File: config.mk
export PLATFORM = sky130hd
export DESIGN_NAME = feistel_round_sequencer
export DESIGN_NICKNAME = d
export VERILOG_FILES = /design/src/rtl/feistel_round_sequencer_pkg.sv /design/src/rtl/feistel_round_sequencer_round_f.sv /design/src/rtl/feistel_round_sequencer.sv
export SDC_FILE = /design/constraint.sdc
export NUM_CORES = 1
export LEC_CHECK = 0
export CAP_MARGIN = 20
export CORE_AREA = 2 2 69 71
export CTS_BUF_LIST = sky130_fd_sc_hd__clkbuf_8
export CTS_CLUSTER_DIAMETER = 60
export DETAILED_ROUTE_END_ITERATION = 10
export DIE_AREA = 0 0 71 73
export PLACE_DENSITY_LB_ADDON = 0.2
export SLEW_MARGIN = 20
export SYNTH_ARGS = -nofsm -noshare
export SYNTH_HDL_FRONTEND = slang
export SYNTH_SLANG_ARGS = --single-unit
File: constraint.sdc
create_clock -name clock -period 3 [get_ports clock]
set_input_delay 0.6 -clock clock [delete_from_list [all_inputs] [get_ports clock]]
set_output_delay 0.6 -clock clock [all_outputs]
set_load 0.01 [all_outputs]
File: src/rtl/feistel_round_sequencer_pkg.sv
// Shared types and helpers for the iterative Feistel round sequencer:
// FSM state encoding, round-count limits and key-schedule rotations.
package feistel_round_sequencer_pkg;

  typedef enum logic [1:0] {
    IDLE = 2'd0,
    RUN  = 2'd1,
    DONE = 2'd2
  } state_t;

  localparam int MAX_ROUNDS = 8;
  localparam int CNT_W      = 3;

  // Bit scramble of the 4-bit right half up to the 8-bit key width.
  function automatic logic [7:0] expand(input logic [3:0] r);
    return {r[3], r[0], r[1], r[2], r[1], r[3], r[2], r[0]};
  endfunction

  function automatic logic [7:0] rotl1(input logic [7:0] k);
    return {k[6:0], k[7]};
  endfunction

  function automatic logic [7:0] rotr1(input logic [7:0] k);
    return {k[0], k[7:1]};
  endfunction

  function automatic logic [7:0] rotl_n(input logic [7:0] k, input int n);
    logic [7:0] v;
    v = k;
    for (int i = 0; i < MAX_ROUNDS; i++) begin
      if (i < n) v = rotl1(v);
    end
    return v;
  endfunction

endpackage

File: src/rtl/feistel_round_sequencer_round_f.sv
// Single-round function F(R, K): expand R, XOR with the key, then add the
// two nibbles plus key bit 0 modulo 16.
module feistel_round_f
  import feistel_round_sequencer_pkg::*;
(
  input  logic [3:0] r,
  input  logic [7:0] k,
  output logic [3:0] s
);

  logic [7:0] x;

  assign x = expand(r) ^ k;
  assign s = x[7:4] + x[3:0] + {3'b000, k[0]};

endmodule

File: src/rtl/feistel_round_sequencer.sv
// Iterative Feistel wrapper: accepts a byte and key, runs ROUNDS rounds one per
// cycle, then holds the result until taken. Optional macro: FEISTEL_DECRYPT_EN.
//
// state | meaning
// IDLE  | waiting for in_valid; in_ready high
// RUN   | one round per clock, counter tracks current round
// DONE  | result on out_data, held until out_ready
module feistel_round_sequencer
  import feistel_round_sequencer_pkg::*;
#(
  parameter int ROUNDS = 4
) (
  input  logic       clock,
  input  logic       reset,
  input  logic       in_valid,
  output logic       in_ready,
  input  logic [7:0] in_data,
  input  logic [7:0] in_key,
`ifdef FEISTEL_DECRYPT_EN
  input  logic       mode,
`endif
  output logic       out_valid,
  input  logic       out_ready,
  output logic [7:0] out_data,
  output logic       busy
);

  localparam int                LAST_INT = ROUNDS - 1;
  localparam logic [CNT_W-1:0]  LAST_RND = LAST_INT[CNT_W-1:0];

  state_t           state_q, state_d;
  logic [CNT_W-1:0] cnt_q, cnt_d;
  logic [3:0]       l_q, l_d;
  logic [3:0]       r_q, r_d;
  logic [7:0]       key_q, key_d;
  logic [3:0]       f_s;
  logic [3:0]       mix;
`ifdef FEISTEL_DECRYPT_EN
  logic             dec_q, dec_d;
`endif

  feistel_round_f u_round_f (
    .r (r_q),
    .k (key_q),
    .s (f_s)
  );

  always_ff @(posedge clock) begin
    if (reset) begin
      state_q <= IDLE;
      cnt_q   <= '0;
      l_q     <= '0;
      r_q     <= '0;
      key_q   <= '0;
`ifdef FEISTEL_DECRYPT_EN
      dec_q   <= 1'b0;
`endif
    end else begin
      state_q <= state_d;
      cnt_q   <= cnt_d;
      l_q     <= l_d;
      r_q     <= r_d;
      key_q   <= key_d;
`ifdef FEISTEL_DECRYPT_EN
      dec_q   <= dec_d;
`endif
    end
  end

  always_comb begin
    state_d = state_q;
    cnt_d   = cnt_q;
    l_d     = l_q;
    r_d     = r_q;
    key_d   = key_q;
`ifdef FEISTEL_DECRYPT_EN
    dec_d   = dec_q;
`endif
    mix     = l_q ^ f_s;

    case (state_q)
      IDLE: begin
        if (in_valid) begin
          state_d = RUN;
          cnt_d   = '0;
          l_d     = in_data[7:4];
          r_d     = in_data[3:0];
          key_d   = in_key;
`ifdef FEISTEL_DECRYPT_EN
          // Decrypt starts from the last encrypt key and walks the schedule backwards.
          dec_d   = mode;
          if (mode) key_d = rotl_n(in_key, LAST_INT);
`endif
        end
      end
      RUN: begin
`ifdef FEISTEL_DECRYPT_EN
        key_d = dec_q ? rotr1(key_q) : rotl1(key_q);
`else
        key_d = rotl1(key_q);
`endif
        if (cnt_q == LAST_RND) begin
          l_d     = mix;
          state_d = DONE;
        end else begin
          l_d   = r_q;
          r_d   = mix;
          cnt_d = cnt_q + 3'd1;
        end
      end
      DONE: begin
        if (out_ready) state_d = IDLE;
      end
      default: state_d = IDLE;
    endcase
  end

  always_comb begin
    in_ready  = (state_q == IDLE) && !reset;
    out_valid = (state_q == DONE);
    busy      = (state_q != IDLE);
    out_data  = 8'h00;
    if (state_q == DONE) out_data = {l_q, r_q};
  end

endmodule

==> flow_metrics.py <==
metrics = {
    "status": {
        "status": "finished clean",
    },
    "synthesis": {
        "yosys.area.top_type": "dfxtp_1",
        "synth_edf_count": 0,
        "avgSynthCellArea_um2": 7.93,
        "ys_seq_area_share_pct": 32.3,
        "async_flop_share_pct": 0,
        "yosysWarnings": 0,
        "synth_common_cells": "nand2_1 (24), nor2_1 (24), dfxtp_1 (21)",
        "synth_cells": 164,
        "ys.flop_type": "dfxtp_1",
        "syn_area_um2": 1300,
        "synth_fp_nets": 189,
        "ys_ff_latch": 21,
        "netlist.area_leader.share_pct": 32.3,
        "synth_area_leaders": "dfxtp_1 (32%), nand2_1 (6.9%), nor2_1 (6.9%), a311oi_1 (5.4%), xnor2_1 (4.7%)",
        "yosysUniqueCellTypes": 36,
    },
    "grt": {
        "antenna_found_initial": 0,
        "first_global_vias": 1212,
        "grt_max_degree": 24,
        "grt_overflow": 0,
        "grtUsageTotal_pct": 13.9,
        "grt_pass1_wl_mm": 5.63,
    },
    "route": {
        "drcViolationCount": 0,
        "wl_per_cell_um": 13.8,
        "ant_nets": 0,
        "vias_per_cell": 4.88,
        "wl_mm": 3.35,
        "dr.pass1.iters": 4,
        "drt_iter0_markers": 48,
        "dr_total_vias": 1181,
    },
    "cts": {
        "cts-root-buf": "clkbuf_8",
        "clk_latency_ns": 0.26,
        "hold_buffers": 0,
        "cts_made_buffers": 3,
        "cts_setup_buffers": 0,
        "cts_resized": 0,
        "h-tree-depth": 1,
        "cts.clk_slew.worst_paths_ns": 0.08,
        "numClockSinks": 21,
        "clock_path_buffers": 2,
        "cts_tree": "built",
    },
    "worst_setup_path": {
        "cp.required_ns": 2.40,
        "worstSetupPathType": "register to output pin",
        "arrival_ns": 2.09,
        "crit_fanout": 10,
        "endpoint_kind": "output pin",
        "start_kind": "register",
    },
    "placed_design": {
        "io_buffers": 30,
        "post-place-cells": 238,
        "post-dp-hpwl_mm": 2.50,
        "globalplace.congestion": 0.786,
    },
    "sta": {
        "worst_pin_slew_ns": 0.679,
        "max_freq_mhz": 372,
        "tns_ns": 0,
        "worst_slew_margin_rel_pct": 54.7,
        "period_share_pct": 89.5,
        "grt_setup_unrepaired": "no",
        "period_needed_ns": 2.69,
        "skew_ns": 0.00359,
        "hold_viol_final": 0,
        "setup_violations": 0,
        "drv_slew": 0,
    },
    "final_layout": {
        "area_delta_synth_final_pct": 28.8,
        "fill_cells": 473,
        "layout-drive-gt1-share_pct": 6.38,
        "register_area_um2": 420,
        "diodes": 0,
        "fin_cells": 242,
        "multiInputGateArea_um2": 815,
        "finalNetCount": 214,
    },
    "power_and_ir_drop": {
        "ir_worst_vdd_v": 0.000172,
        "p_leak_nw": 0.656,
        "powerDensity_nw_per_um2": 476,
    },
    "floorplanning": {
        "core_area_um2": 4540,
        "fp.dieW_um": 71,
        "start_util_pct": 28.7,
        "rows": 25,
        "dieArea_um2": 5180,
        "die_y_um": 73,
        "ioPinCount": 31,
    },
    "job": {
        "cap_violations": 0,
    },
    "min_path": {
        "holdCritPathClass": "register to register",
    },
}
## critical path: stages (launching register included)
cell             delay [ns]
dfxtp_1                0.49
nor2b_1                0.56
and2_1                 0.23
clkdlybuf4s50_1        0.54
## registers in the layout, summed over array words and instances (netlist names)
register / count
state_q: 2
l_q: 4
key_q: 8
cnt_q: 3
r_q: 4
## cell type report
type | instances | share of cell area, %
tap | 54 | 4.03
clock buffer | 3 | 2.46
multi-input combinational | 128 | 48.6
timing repair buffer | 32 | 18.8
clock inverter | 1 | 0.299
sequential | 21 | 25.1
inverter | 3 | 0.672
## kinds of logic after synthesis
group | after synthesis | synth area share, %
xor+xnor | 15 | 10.7
mux | 1 | 0.865
flops | 21 | 32.3
compound gates | 36 | 20.1
simple gates | 71 | 25.6
buf+inv | 15 | 5.10
fa+ha+maj | 5 | 5.38
## layout by cell type (no fill, tap or decap), types with 2 or more instances in the layout
| master | instances |
|---|---|
| a211oi_1 | 4 |
| a21oi_1 | 6 |
| a22oi_1 | 2 |
| a311oi_1 | 8 |
| and2_1 | 7 |
| buf_4 | 2 |
| clkbuf_8 | 3 |
| clkdlybuf4s50_1 | 30 |
| dfxtp_1 | 21 |
| ha_1 | 4 |
| inv_1 | 3 |
| nand2_1 | 24 |
| nand2b_1 | 4 |
| nor2_1 | 24 |
| nor2b_1 | 2 |
| nor3_1 | 4 |
| o21ai_0 | 3 |
| o22ai_1 | 5 |
| xnor2_1 | 7 |
| xor2_1 | 7 |
## where the power goes
group	leakage, nW	switching, mW	total (mW)	internal [mW]
Clock	0.0255	0.0964	0.189	0.0925
Combinational	0.457	0.140	0.271	0.131
Sequential	0.174	0.0339	0.338	0.304
Total	0.656	0.270	0.798	0.528
## per-stage QoR
stage | utilization [%] | area [um2] | hold WS [ns] | total power [mW] | worst slack [ns]
finish | 36.9 | 1680 | 0.493 | 0.798 | 0.315
global placement | 35.9 | 1630 | 0.445 | 0.606 | 0.680
detailed placement | 35.9 | 1630 | 0.480 | 0.615 | 0.634
CTS | 36.9 | 1680 | 0.494 | 0.805 | 0.333
global route | 36.9 | 1680 | 0.520 | 0.857 | 0.160
floorplan | - | 1300 | 0.436 | 0.537 | 1.04
## worst paths after layout
kind	cells past startpoint	end	slack, ns	startpoint
setup / recovery	3	out_data[7]	0.31	state_q[1]$_SDFFE_PP0P_
hold / removal	2	cnt_q[1]$_SDFFE_PP0P_	0.49	cnt_q[1]$_SDFFE_PP0P_
setup reg to reg	6	l_q[1]$_SDFFE_PP0P_	0.80	r_q[0]$_SDFFE_PP0P_
hold reg to reg	2	cnt_q[1]$_SDFFE_PP0P_	0.49	cnt_q[1]$_SDFFE_PP0P_
## metal layers
metal	track usage, %	routed length (um)
met1	17.3	1540
met2	24.0	1670
met3	2.62	102
met4	5.03	34
met5	0	0
(Power assumes the default switching activity.)
